`src/rtl/wb_uart_tx_pkg.sv`:
```
// Shared constants for the Wishbone UART transmitter: register map, STATUS layout, FSM encoding.
// Optional macro WB_UART_TX_PARITY_EN adds the PARITY state.
package wb_uart_tx_pkg;

    localparam logic [1:0] ADDR_SETUP  = 2'd0;
    localparam logic [1:0] ADDR_STATUS = 2'd1;
    localparam logic [1:0] ADDR_TXDATA = 2'd3;

    localparam int ST_BUSY    = 0;
    localparam int ST_EMPTY   = 1;
    localparam int ST_FULL    = 2;
    localparam int ST_OVF     = 3;
    localparam int ST_LVL_LSB = 8;

    localparam int SETUP_PAR_BIT = 24;

    localparam int DATA_BITS         = 8;
    localparam int FRAME_BITS        = 10;
    localparam int FRAME_BITS_PARITY = 11;
    localparam logic [2:0] LAST_BIT_IDX = 3'(DATA_BITS - 1);

    typedef enum logic [2:0] {
        S_IDLE  = 3'd0,
        S_START = 3'd1,
        S_DATA  = 3'd2,
        S_STOP  = 3'd3
`ifdef WB_UART_TX_PARITY_EN
        , S_PARITY = 3'd4
`endif
    } tx_state_t;

endpackage

```
`src/rtl/wbutx_fifo.sv`:
```
// Byte FIFO with asynchronous reset; dout shows the head entry combinationally while not empty.
// A pop in the same cycle as a push-while-full frees the slot for that push.
module wbutx_fifo #(
    parameter int FIFO_DEPTH = 16
) (
    input  logic                          clk,
    input  logic                          rst,
    input  logic                          push,
    input  logic                          pop,
    input  logic [7:0]                    din,
    output logic [7:0]                    dout,
    output logic                          full,
    output logic                          empty,
    output logic [$clog2(FIFO_DEPTH):0]   level
);
    localparam int AW = $clog2(FIFO_DEPTH);

    logic [7:0] mem [FIFO_DEPTH];
    logic [AW:0] wr_ptr_reg, rd_ptr_reg;
    logic do_push, do_pop;

    assign level   = wr_ptr_reg - rd_ptr_reg;
    assign empty   = (level == '0);
    assign full    = (level == (AW+1)'(FIFO_DEPTH));
    assign do_pop  = pop & ~empty;
    assign do_push = push & (~full | do_pop);
    assign dout    = mem[rd_ptr_reg[AW-1:0]];

    always_ff @(posedge clk) begin
        if (do_push) begin
            mem[wr_ptr_reg[AW-1:0]] <= din;
        end
    end

    always_ff @(posedge clk or posedge rst) begin
        if (rst) begin
            wr_ptr_reg <= '0;
            rd_ptr_reg <= '0;
        end else begin
            if (do_push) wr_ptr_reg <= wr_ptr_reg + 1'b1;
            if (do_pop)  rd_ptr_reg <= rd_ptr_reg + 1'b1;
        end
    end

endmodule

```
`src/rtl/wb_uart_tx_slave.sv`:
```
// Wishbone target with divisor/status/txdata registers feeding an 8N1 UART transmitter.
// Define WB_UART_TX_PARITY_EN for an even-parity bit enabled by SETUP bit 24.
module wb_uart_tx_slave
    import wb_uart_tx_pkg::*;
#(
    parameter int FIFO_DEPTH = 16,
    parameter int RESET_DIV  = 434,
    parameter int DIV_W      = 24
) (
    input  logic        i_clk,
    input  logic        i_rst,
    input  logic        i_wb_cyc,
    input  logic        i_wb_stb,
    input  logic        i_wb_we,
    input  logic [3:0]  i_wb_sel,
    input  logic [1:0]  i_wb_addr,
    input  logic [31:0] i_wb_data,
    output logic        o_wb_ack,
    output logic [31:0] o_wb_data,
    output logic        o_uart_tx
);
    localparam int LVL_W = $clog2(FIFO_DEPTH) + 1;

    logic             req, wr_req, setup_wr, status_wr, push;
    logic             ack_reg, ovf_reg;
    logic [31:0]      rdata, rdata_reg;
    logic [DIV_W-1:0] div_reg, div_cand;
    logic             fifo_pop, fifo_full, fifo_empty;
    logic [7:0]       fifo_dout;
    logic [LVL_W-1:0] fifo_level;
    logic [8:0]       level_wide;
    logic [7:0]       level_byte;
    logic             unused_bits;

    tx_state_t        state_reg, state_next;
    logic [DIV_W-1:0] cnt_reg, cnt_next, div_lat_reg, div_lat_next;
    logic [2:0]       idx_reg, idx_next;
    logic [7:0]       data_reg, data_next;
    logic             tx_reg, tx_next, load_frame;
`ifdef WB_UART_TX_PARITY_EN
    logic             par_en_reg, par_lat_reg, par_lat_next;
`endif

    assign req       = i_wb_cyc & i_wb_stb;
    assign wr_req    = req & i_wb_we;
    assign setup_wr  = wr_req & (i_wb_addr == ADDR_SETUP);
    assign status_wr = wr_req & (i_wb_addr == ADDR_STATUS);
    assign push      = wr_req & (i_wb_addr == ADDR_TXDATA) & i_wb_sel[0];

    assign o_wb_ack  = ack_reg;
    assign o_wb_data = rdata_reg;
    assign o_uart_tx = tx_reg;
    assign unused_bits = ^{i_wb_data, i_wb_sel};

    // Byte-lane merge of the write data over the current divisor.
    genvar gi;
    generate
        for (gi = 0; gi < DIV_W; gi++) begin : g_div_lane
            assign div_cand[gi] = i_wb_sel[gi/8] ? i_wb_data[gi] : div_reg[gi];
        end
    endgenerate

    wbutx_fifo #(.FIFO_DEPTH(FIFO_DEPTH)) u_fifo (
        .clk   (i_clk),
        .rst   (i_rst),
        .push  (push),
        .pop   (fifo_pop),
        .din   (i_wb_data[7:0]),
        .dout  (fifo_dout),
        .full  (fifo_full),
        .empty (fifo_empty),
        .level (fifo_level)
    );

    // A depth-256 FIFO cannot show 256 in eight bits, so the level saturates.
    assign level_wide = 9'(fifo_level);
    assign level_byte = level_wide[8] ? 8'hFF : level_wide[7:0];

    always_comb begin
        rdata = '0;
        case (i_wb_addr)
            ADDR_SETUP: begin
                rdata = 32'(div_reg);
`ifdef WB_UART_TX_PARITY_EN
                rdata[SETUP_PAR_BIT] = par_en_reg;
`endif
            end
            ADDR_STATUS: begin
                rdata[ST_BUSY]           = (state_reg != S_IDLE);
                rdata[ST_EMPTY]          = fifo_empty;
                rdata[ST_FULL]           = fifo_full;
                rdata[ST_OVF]            = ovf_reg;
                rdata[ST_LVL_LSB +: 8]   = level_byte;
            end
            default: rdata = '0;
        endcase
    end

    always_ff @(posedge i_clk or posedge i_rst) begin
        if (i_rst) begin
            ack_reg   <= 1'b0;
            rdata_reg <= '0;
            div_reg   <= DIV_W'(RESET_DIV);
            ovf_reg   <= 1'b0;
        end else begin
            ack_reg   <= req;
            rdata_reg <= (req & ~i_wb_we) ? rdata : '0;
            if (setup_wr && (div_cand > DIV_W'(1))) begin
                div_reg <= div_cand;
            end
            if (push && fifo_full && !fifo_pop) begin
                ovf_reg <= 1'b1;
            end else if (status_wr && i_wb_sel[0] && i_wb_data[ST_OVF]) begin
                ovf_reg <= 1'b0;
            end
        end
    end

`ifdef WB_UART_TX_PARITY_EN
    always_ff @(posedge i_clk or posedge i_rst) begin
        if (i_rst) begin
            par_en_reg  <= 1'b0;
            par_lat_reg <= 1'b0;
        end else begin
            if (setup_wr && i_wb_sel[3]) par_en_reg <= i_wb_data[SETUP_PAR_BIT];
            par_lat_reg <= par_lat_next;
        end
    end
`endif

    always_ff @(posedge i_clk or posedge i_rst) begin
        if (i_rst) begin
            state_reg   <= S_IDLE;
            cnt_reg     <= '0;
            div_lat_reg <= DIV_W'(RESET_DIV);
            idx_reg     <= '0;
            data_reg    <= '0;
            tx_reg      <= 1'b1;
        end else begin
            state_reg   <= state_next;
            cnt_reg     <= cnt_next;
            div_lat_reg <= div_lat_next;
            idx_reg     <= idx_next;
            data_reg    <= data_next;
            tx_reg      <= tx_next;
        end
    end

    // Every bit lasts div_lat clocks: the counter is reloaded with div-1 on each bit boundary.
    always_comb begin
        state_next   = state_reg;
        cnt_next     = cnt_reg;
        div_lat_next = div_lat_reg;
        idx_next     = idx_reg;
        data_next    = data_reg;
        tx_next      = tx_reg;
        fifo_pop     = 1'b0;
        load_frame   = 1'b0;
`ifdef WB_UART_TX_PARITY_EN
        par_lat_next = par_lat_reg;
`endif
        case (state_reg)
            S_IDLE: begin
                tx_next = 1'b1;
                if (!fifo_empty) load_frame = 1'b1;
            end
            S_START: begin
                if (cnt_reg == '0) begin
                    state_next = S_DATA;
                    cnt_next   = div_lat_reg - DIV_W'(1);
                    idx_next   = '0;
                    tx_next    = data_reg[0];
                end else begin
                    cnt_next = cnt_reg - DIV_W'(1);
                end
            end
            S_DATA: begin
                if (cnt_reg == '0) begin
                    cnt_next = div_lat_reg - DIV_W'(1);
                    if (idx_reg == LAST_BIT_IDX) begin
`ifdef WB_UART_TX_PARITY_EN
                        if (par_lat_reg) begin
                            state_next = S_PARITY;
                            tx_next    = ^data_reg;
                        end else begin
                            state_next = S_STOP;
                            tx_next    = 1'b1;
                        end
`else
                        state_next = S_STOP;
                        tx_next    = 1'b1;
`endif
                    end else begin
                        idx_next = idx_reg + 3'd1;
                        tx_next  = data_reg[idx_reg + 3'd1];
                    end
                end else begin
                    cnt_next = cnt_reg - DIV_W'(1);
                end
            end
`ifdef WB_UART_TX_PARITY_EN
            S_PARITY: begin
                if (cnt_reg == '0) begin
                    state_next = S_STOP;
                    cnt_next   = div_lat_reg - DIV_W'(1);
                    tx_next    = 1'b1;
                end else begin
                    cnt_next = cnt_reg - DIV_W'(1);
                end
            end
`endif
            S_STOP: begin
                if (cnt_reg == '0) begin
                    if (!fifo_empty) begin
                        load_frame = 1'b1;
                    end else begin
                        state_next = S_IDLE;
                        tx_next    = 1'b1;
                    end
                end else begin
                    cnt_next = cnt_reg - DIV_W'(1);
                end
            end
            default: begin
                state_next = S_IDLE;
                tx_next    = 1'b1;
            end
        endcase

        // Pop and latch per-frame settings; the start bit appears on the line next cycle.
        if (load_frame) begin
            fifo_pop     = 1'b1;
            state_next   = S_START;
            data_next    = fifo_dout;
            div_lat_next = div_reg;
            cnt_next     = div_reg - DIV_W'(1);
            tx_next      = 1'b0;
`ifdef WB_UART_TX_PARITY_EN
            par_lat_next = par_en_reg;
`endif
        end
    end

endmodule

```
`config.mk`:
```
export PLATFORM = sky130hd
export DESIGN_NAME = wb_uart_tx_slave
export DESIGN_NICKNAME = d
export VERILOG_FILES = /design/src/rtl/wb_uart_tx_pkg.sv /design/src/rtl/wbutx_fifo.sv /design/src/rtl/wb_uart_tx_slave.sv
export SDC_FILE = /design/constraint.sdc
export NUM_CORES = 1
export LEC_CHECK = 0
export CORE_UTILIZATION = 60
export DETAILED_ROUTE_END_ITERATION = 16
export MAX_ROUTING_LAYER = met4
export PLACE_DENSITY_LB_ADDON = 0.12
export REMOVE_ABC_BUFFERS = 1
export SYNTH_ARGS = -nofsm -noshare
export SYNTH_HDL_FRONTEND = slang
export SYNTH_SLANG_ARGS = --single-unit
export TNS_END_PERCENT = 5
```
`constraint.sdc`:
```
create_clock -name i_clk -period 4.6 [get_ports i_clk]
set_input_delay 0.69 -clock i_clk [delete_from_list [all_inputs] [get_ports i_clk]]
set_output_delay 0.69 -clock i_clk [all_outputs]
set_load 0.005 [all_outputs]
```
==> results by group, run 1 <==
Setup path
  • Crit path DAT: 3.88 ns
  • Reg2reg path depth: 8
  • R2R Path Start: u_fifo.rd_ptr_reg[2]
  • WP data required: 4.76 ns
  • Critical Path Sink Type: flop
  • Worst R2R Setup Slack: just under 0.9 ns
  • Crit path to: u_fifo.mem[10][6]
  • Max FO, Critical Path: 14
  • RR Endpoint: u_fifo.mem[10][6]
  • Crit. Startpoint: u_fifo.rd_ptr_reg[2]
  • Crit Path Category: reg2reg
  • Startpoint types: flop

Logic synthesis
  • Yosys top cell area share: 31.9%
  • Main synth FF type: edfxtp_1
  • Yosys warns: 0
  • Most common cell in the netlist: edfxtp_1
  • Seq/Total Area, Yosys: between 50 and 60%
  • Post-synth EDFFs: between 100 and 150
  • Syn Inst Count: slightly above 900
  • Post-Syn Area per Cell: between 10 and 15 µm²
  • Commonest cells post-synth: 128 x edfxtp_1, 111 x dfrtp_1, 47 x nor2_1
  • Cell variety after synth: 74
  • Synth Register Bits: 250
  • Ys async rst share: between 40% and 50%
  • Cell Area, Synth: 12,100 µm²
  • Synth area leaders: edfxtp_1 32%, dfrtp_1 23%, mux4_2 7.8%
  • Area leader, netlist: edfxtp_1

Flow run
  • MaxCap Viol Count: 0

Floorplan
  • CORE AREA: just under 20,000 µm²
  • Boundary pin count: 77
  • Die X: 144 µm
  • Die area: 20,700 µm²
  • Std cell rows: 51
  • DIE HEIGHT: 144 µm
  • Initial Utilization: roughly 60%

STA
  • Worst hold slack: 0.492 ns
  • Fin crit share: 80.7%
  • Max Clock Skew: 0.0159 ns
  • Final Slew Violations: 0
  • Final worst slack: around 0.89 ns
  • Slew of the pin with the lowest slew margin: 1.20 ns
  • Max Freq: 0.269 GHz
  • Final Hold Vio Count: 0
  • Final setup viols: 0
  • Min Tclk post-route: 3.71 ns
  • Relative slew slack: 19.1%
  • RSZ-0062 raised after global routing: false

Power and ir drop
  • Worst VDD drop: 0.647 mV
  • Power per Cell Area: 591 nW/µm²
  • Switching Share: between 30% and 40%
  • Clk network pwr share: 26.7%
  • Pleak: ~0.0052 µW
  • Combinational fraction of design power: 34.5%
  • Sequential Power Share: about 39%
  • NetSw: 2860 µW
  • Internal Pwr Total: 5270 µW

Final layout
  • Syn-to-layout area delta: 13.9%
  • Core Util, Final: 70.1%
  • N_diodes: 0
  • Max reg flops: 128
  • Final cell count without fillers: 1,241
  • Layout cells sized above 1: 16.7%
  • Final design area excluding fillers: 13,700 µm²
  • Nets@finish: roughly 1,000

Drt
  • Routed WL: 28.6 mm
  • Avg Vias per Cell: 6.47
  • Pre-antenna DRT Iters: 5
  • Number of DRC markers in iteration 0: 684
  • Vias: 8,027
  • Detail Route Antenna Nets: 0
  • Residual DRC: 0
  • Avg WL per Cell: 23.0 µm

Place
  • Placed Cells: 1,193
  • DP Worst Slack: 0.971 ns
  • Post-DP HPWL: 19.3 mm
  • Placed Area: 12,800 µm²
  • RD Place Congestion: just under 0.9
  • Number of port buffers: ~60

Global route
  • Grt total ovfl: 0
  • Initial antenna violation count: 0
  • First-pass GRT wire length: 44.7 mm
  • Largest net degree at the start of global routing: 75
  • GRT Total Usage: 30.1%
  • Vias in the first global route: 7,853

Min path
  • Hold Crit Class: reg2reg

CTS
  • CTS tree: built
  • CTS Buf Count: 26
  • CTS root buffer: clkbuf_16
  • Post-CTS Setup Inserts: 0
  • H-tree depth: 1
  • TritonCTS Sinks: 250
  • Later-pin clock latency in the skew report: 0.53 ns
  • CTS Buffer Depth: 3
  • Hold buffer count at CTS: 0
  • Worst-path clk slew: 0.06 ns
  • # resized after CTS: 0

Run status
  • Status: completed
-- routing by layer --
metal,wire length [µm],part of all wire (%),global-route usage (%)
met3,1960,6.8,6.20
met2,13300,47,44.3
met1,12700,44,43.4
met5,0,0,-
met4,624,2.2,7.33
-- cell families (layout without fill, tap and decap cells) --
logic type / Yosys count / after routing / synth area share [%]
xor+xnor: 46 / 46 / 3.34
mux: 108 / 108 / 13.9
other cells: 1 / 8 / 0.0311
flops: 250 / 250 / 57.3
buf+inv: 85 / 147 / 3.31
simple gates: 258 / 258 / 12.0
fa+ha+maj: 21 / 21 / 2.24
compound gates: 138 / 138 / 7.81
-- cells in the final DEF, fill, tap and decap left out, drive strengths merged, types with 24 or more instances in the layout --
| master | count |
|---|---|
| a21oi | 28 |
| and2 | 24 |
| clkbuf | 36 |
| clkdlybuf4s50 | 59 |
| dfrtp | 111 |
| edfxtp | 128 |
| inv | 29 |
| mux2 | 58 |
| mux4 | 42 |
| nand2 | 33 |
| nor2 | 47 |
| nor3 | 32 |
| o21ai | 27 |
-- through the flow --
step	setup TNS (ns)	total power [µW]
floorplan	-26.75	5060
finish	0	8120
global placement	0	5840
detailed placement	0	5940
CTS	0	8130
global route	0	8530
-- critical path: stages (launching register included) --
cell      delay (ns)
dfrtp_1         0.71
inv_1           0.24
ha_1            0.40
and3b_1         0.21
o21ai_0         0.22
nand2_1         0.15
o2111a_1        0.22
nor2_1          0.58
and3_1          0.61
-- final cells by class --
class / count / area, µm²
inverters: 27 / 104
clock buffers: 36 / 761
fillers: 1309 / 5850
well taps: 265 / 332
multi-input cells: 579 / 4780
clock inverters: 12 / 140
flip-flops and latches: 250 / 6910
repair buffers: 72 / 713
-- worst min-delay path by stage --
stage / slack (ns) / end / cells past startpoint / startpoint
after CTS: 0.50 / u_fifo.rd_ptr_reg[4] / 1 / u_fifo.rd_ptr_reg[4]
after global placement: 0.47 / data_reg[5] / 1 / data_reg[5]
after floorplan: 0.46 / data_reg[5] / 1 / data_reg[5]
after detailed placement: 0.48 / u_fifo.rd_ptr_reg[4] / 1 / u_fifo.rd_ptr_reg[4]
after global routing: 0.50 / u_fifo.wr_ptr_reg[4] / 1 / u_fifo.wr_ptr_reg[4]
final: 0.49 / u_fifo.rd_ptr_reg[4] / 1 / u_fifo.rd_ptr_reg[4]
-- power by group through the flow --
stage	logic [µW]	registers, µW	clock network (µW)
after floorplan	1920	3140	0
after global placement	2680	3160	0
after detailed placement	2760	3180	0
after CTS	2790	3140	2200
after global routing	3040	3200	2290
final	2800	3150	2170
Power figures use the tool's default switching activity.
==> inputs of run 2 (changes only) <==
CORE_UTILIZATION = 54   (was 60)
clock period = 3.4 ns   (was 4.6 ns; I/O delays follow)
==> run 2 against run 1 <==
  * Final area rose by 0.97%
  * Clock skew shrank 0.0077 ns
  * Register-to-register slack lost 0.55 ns
  * Fmax grew 21%
  * Clock-buffer cell count decreased by 1
  * Clock power rose by 29%
  * First-iteration DRC count down 17%
  * Non-clock buffer count rose by 20
  * Sequential cell count unchanged
  * Largest cell class unchanged
==> results by group, run 2 (synthesized netlist as in run 1, its figures left out) <==
Place
  • RD Place Congestion: 0.911
  • Post-DP HPWL: between 20 and 25 mm
  • DP Worst Slack: 0.387 ns
  • Placed Area: 13,000 µm²
  • Number of port buffers: 59

Drt
  • Avg WL per Cell: 22.5 µm
  • Detail Route Antenna Nets: 0
  • Residual DRC: 0
  • Pre-antenna DRT Iters: 7
  • Avg Vias per Cell: 6.24
  • Number of DRC markers in iteration 0: 568
  • Routed WL: 28.8 mm
  • Vias: 7,968

Floorplan
  • Std cell rows: 54
  • CORE AREA: 21,900 µm²
  • DIE HEIGHT: 151 µm
  • Initial Utilization: a little under three fifths
  • Boundary pin count: 77
  • Die area: 22,900 µm²
  • Die X: between 150 and 200 µm

CTS
  • Worst-path clk slew: 0.06 ns
  • Later-pin clock latency in the skew report: 0.53 ns
  • # resized after CTS: 0
  • CTS root buffer: clkbuf_16
  • Hold buffer count at CTS: 0
  • TritonCTS Sinks: 250
  • CTS tree: built
  • CTS Buf Count: 26
  • CTS Buffer Depth: 3
  • Post-CTS Setup Inserts: 0
  • H-tree depth: 1

Setup path
  • Crit path DAT: 3.47 ns
  • Crit Path Category: reg2reg
  • Max incr delay on CP: 0.41 ns
  • Worst-path cell chain: inv_1 > ha_1 > inv_1 > fa_1 > xnor2_1 > nand3b_1 > a221oi_1 > or3_2 > buf_12 > mux2_1
  • WP data required: approximately 3.8 ns
  • Max FO, Critical Path: 53
  • Startpoint types: flop
  • Critical Path Sink Type: flop
  • Crit-path slowest cell: dfrtp_1
  • Most used cell, CP: inv_1

Power and ir drop
  • NetSw: 3820 µW
  • Worst VDD drop: 0.939 mV
  • Power per Cell Area: 788 nW/µm²
  • Pleak: 0.00526 µW
  • Total power: 10,900 µW
  • Internal Pwr Total: 7110 µW
  • Switching Share: between 30% and 40%
  • Clk network pwr share: between 20 and 30%
  • Sequential Power Share: 38.8%
  • Combinational fraction of design power: between 30 and 40%

Global route
  • Largest net degree at the start of global routing: 62
  • Initial antenna violation count: 0
  • First-pass GRT wire length: 45.3 mm
  • Grt total ovfl: 0
  • Vias in the first global route: 7,891
  • GRT Total Usage: 27.4%

Run status
  • Status: completed

Final layout
  • Commonest non-fill, non-tap cells in the layout: 128 x edfxtp_1, 110 x dfrtp_1, 59 x clkdlybuf4s50_1
  • Max reg flops: approximately 130
  • Syn-to-layout area delta: 15.0%
  • Nets@finish: 1,040
  • Layout cells sized above 1: 18.0%
  • Final design area excluding fillers: 13,900 µm²
  • Most common cell after layout, fill and taps aside: edfxtp_1

STA
  • Final setup viols: 0
  • Final Hold Vio Count: 0
  • Final worst slack: 0.335 ns
  • Final Slew Violations: 0
  • Slew of the pin with the lowest slew margin: between 1 and 1.5 ns
  • RSZ-0062 raised after global routing: false
  • Max Clock Skew: between 0.008 and 0.009 ns
  • Relative slew slack: 11.7%
  • Min Tclk post-route: approximately 3.1 ns
  • Fin crit share: 90.2%
  • Setup TNS: 0 ns
  • Worst hold slack: roughly 0.3 ns
  • Max Freq: 0.326 GHz

Min path
  • Hold Crit Class: in2async

Flow run
  • MaxCap Viol Count: 0
[run 2: changes by cell type in the layout (fill, tap and decap cells not counted)]
cell	before	now
clkbuf_4	3	0
clkbuf_16	27	26
clkbuf_1	2	5
clkinv_4	3	0
buf_12	2	3
clkinv_2	4	9
clkinv_1	0	1
buf_4	11	30
inv_6	2	0
diode_2	0	1
[run 2: worst paths after layout]
kind / startpoint / to / slack (ns) / cells past startpoint
worst max-delay path: u_fifo.wr_ptr_reg[0] / data_reg[6] / 0.33 / 10
worst min-delay path: i_rst / o_wb_data[12] / 0.31 / 2
worst max register to register: u_fifo.wr_ptr_reg[0] / data_reg[6] / 0.33 / 10
worst min register to register: data_reg[2] / data_reg[2] / 0.49 / 1
max in group asynchronous: i_rst / o_uart_tx / 2.28 / 3
min in group i_clk: data_reg[2] / data_reg[2] / 0.49 / 1
[run 2: power by group through the flow]
stage,Clock (µW),Combinational [µW],Sequential [µW]
2_1_floorplan,0,2590,4250
3_3_place_gp,0,3780,4250
3_5_place_dp,0,3890,4280
4_1_cts,2840,3910,4220
5_1_grt,2960,4280,4300
6_report,2790,3900,4240
[run 2: per-layer routing]
layer	share of wire, %	vias up	track usage (%)	wire (µm)
met5	0	-	-	0
met4	1.7	0	6.75	487
met3	6.4	42	4.46	1830
met2	45	251	39.5	13100
met1	47	4075	40.7	13400
li1	-	3600	-	-
[run 2: through the flow]
step                      utilization (%)  std cells
after global placement               59.5       1228
final                                63.4       1277
after floorplan                         -        856
after global routing                 63.3       1276
after CTS                            63.3       1276
after detailed placement             59.5       1228
[run 2: layout make-up]
class	instances	area (µm²)
antenna	1	2.50
clock inverter	13	125
timing repair buffer	92	876
inverter	27	104
sequential	250	6910
multi-input combinational	579	4780
fill	1682	8020
tap	280	350
clock buffer	35	724
[run 2: worst max-delay path, delay by kind of cell, from the launching register on]
family	cells	cell delay, ns
AOI/OAI and AO/OA	1	0.27
and+or+nand+nor	2	0.49
DFF	1	0.41
adders and majority gates	2	0.59
buffers and inverters	3	0.50
xor gates and xnor gates	1	0.27
muxes	1	0.35
==> RTL change, RTL diff (settings of run 2) <==
Change the parameter `RESET_DIV` from 434 to 325.
--- a/src/rtl/wb_uart_tx_slave.sv
+++ b/src/rtl/wb_uart_tx_slave.sv
@@ -4,7 +4,7 @@
     import wb_uart_tx_pkg::*;
 #(
     parameter int FIFO_DEPTH = 16,
-    parameter int RESET_DIV  = 434,
+    parameter int RESET_DIV  = 325,
     parameter int DIV_W      = 24
 ) (
     input  logic        i_clk,
Formal check against the unedited RTL: not equivalent (a bounded check fails within 4 cycles, from zero or initial values and one cycle with i_rst high).
==> RTL change against run 2 <==
  * Wire length increased by 0.31%
  * Combinational power decreased by 2%
  * Total power decreased by 0.63%
  * Synthesized area about the same
  * Global-route usage decreased by 0.66 points
  * Setup slack got worse by 0.028 ns
  * Sequential cell count unchanged
  * Final area decreased by 0.28%
  * Largest power group unchanged
  * Highest routed layer unchanged
==> RTL change: results (changes against run 2) <==
[status]
outcome = complete, no violations

[synthesis]
synth.top_cells.by_area = edfxtp_1, dfrtp_1, mux4_2
synth-edff-count = 128  ; unchanged
yosysWarnings = 0  ; unchanged
ys_types = 74  ; unchanged
yosysSeqAreaShare_pct = 57.30  ; about the same
yosys-top-cells-count = edfxtp_1, dfrtp_1, nor2_1

[final_layout]
fin_area_sq_um = 13830  ; -0.28%
final_nets = 1039  ; -0.096%
antenna_cells = 0  ; -1
drive_above_1_share_pct = 17.40  ; -0.57 points
fill_cells = 1608  ; -4.4%

[worst_setup_path]
crit_path_max_fanout = 84  ; +58%
arrival_ns = 3.51  ; +0.04 ns
regToRegSetupSlack_ns = 0.31  ; -0.03 ns

[cts]
clockRootBuffer = clkbuf_16
htree_num_levels = 1  ; unchanged
post-cts-setup-buffer-count = 0  ; unchanged
cts_made_buffers = 27  ; +3.8%
clkLatencyLatePin_ns = 0.54

[sta]
postLayoutSetupSlackWorst_ns = 0.3072  ; -0.02760 ns
clock_skew_ns = 0.01170  ; +0.003468 ns
hold_ws_ns = 0.4976  ; +0.1893 ns
relSlewSlack_pct = 21.48  ; +9.8 points

[drt]
drcViolationCount = 0  ; unchanged
routed_wl_um = 28860  ; +0.31%
drt_first_pass_iters = 5  ; -2
drt-initial-drc-count = 768  ; +35%
vias_per_cell = 6.268  ; +0.46%

[placement]
routabilityCongestion = 0.8532  ; -6.3%
place_area_sq_um = 12990  ; -0.23%
pre_cts_slack_ns = 0.3450  ; -0.04241 ns
dp.final_hpwl_um = 20120  ; -0.73%

[global_routing]
grt_pass1_wl_um = 44310  ; -2.1%
grt_max_degree = 85  ; +37%
grt_usage_pct = 26.75  ; -0.66 points
first_global_vias = 7812  ; -1.0%

[power_and_ir_drop]
peakVddDrop_mv = 0.7128  ; -24%
p_leak_nw = 5.243  ; -0.38%

[min_path]
holdCritPathClass = input pin to async pin

[RTL change: logic make-up (layout without fill, tap and decap cells)]
family                   after synthesis  after routing  share of synthesized area, %
AO/OA/AOI/OAI                        138            138                         7.815
XOR/XNOR                              46             46                         3.342
adder cells (fa/ha/maj)               21             21                         2.242
buffers and inverters                 85            165                         3.311
flip-flops                           250            250                         57.30
multiplexers                         108            108                         13.93
other                                  1              8                       0.03111
AND/OR/NAND/NOR                      258            258                         12.03
[RTL change: routing by layer]
metal  part of all wire (%)  vias up  GRT usage, %
li1                       -     3598             -
met1                     46     4067         40.00
met2                     46      286         38.74
met3                    6.4       35         4.006
met4                    1.7        0         5.950
met5                      0        -             -
[RTL change: worst paths after layout]
path	startpoint	to	cells after the start
setup reg to reg	u_fifo.wr_ptr_reg[0]	div_lat_reg[16]	10
setup / recovery	u_fifo.wr_ptr_reg[0]	div_lat_reg[16]	10
hold / removal	i_rst	div_reg[10]	2
max in group asynchronous	i_rst	cnt_reg[17]	3
min in group i_clk	data_reg[3]	data_reg[3]	1
hold reg to reg	data_reg[3]	data_reg[3]	1
[RTL change: worst max-delay path, cell delays in order, from the launching register on]
cell,delay [ns]
dfrtp_1,0.42
inv_1,0.16
ha_1,0.18
inv_1,0.05
fa_1,0.40
xnor2_1,0.25
nand3b_1,0.12
a221oi_1,0.29
or3_2,0.31
buf_12,0.36
mux2_2,0.38
[RTL change: cell type report]
type	count	share of cell area [%]
Inverter	27	0.7509
Timing Repair Buffer	90	6.134
Clock buffer	33	5.265
Tap cell	280	2.533
Clock inverter	15	0.8323
Sequential cell	250	49.95
Multi-Input combinational cell	579	34.53
[RTL change: through the flow]
stage	power [mW]	cells
3_5_place_dp	8.100	1226
2_1_floorplan	6.834	856
4_1_cts	10.90	1274
6_report	10.86	1274
3_3_place_gp	7.969	1226
5_1_grt	11.43	1274
[RTL change: report_power, final]
part / internal, mW / total (mW) / leakage [nW] / switching, mW
Combinational: 1.76 / 3.83 / 2.13 / 2.07
Clock: 1.60 / 2.79 / 0.417 / 1.19
Sequential: 3.66 / 4.24 / 2.70 / 0.587
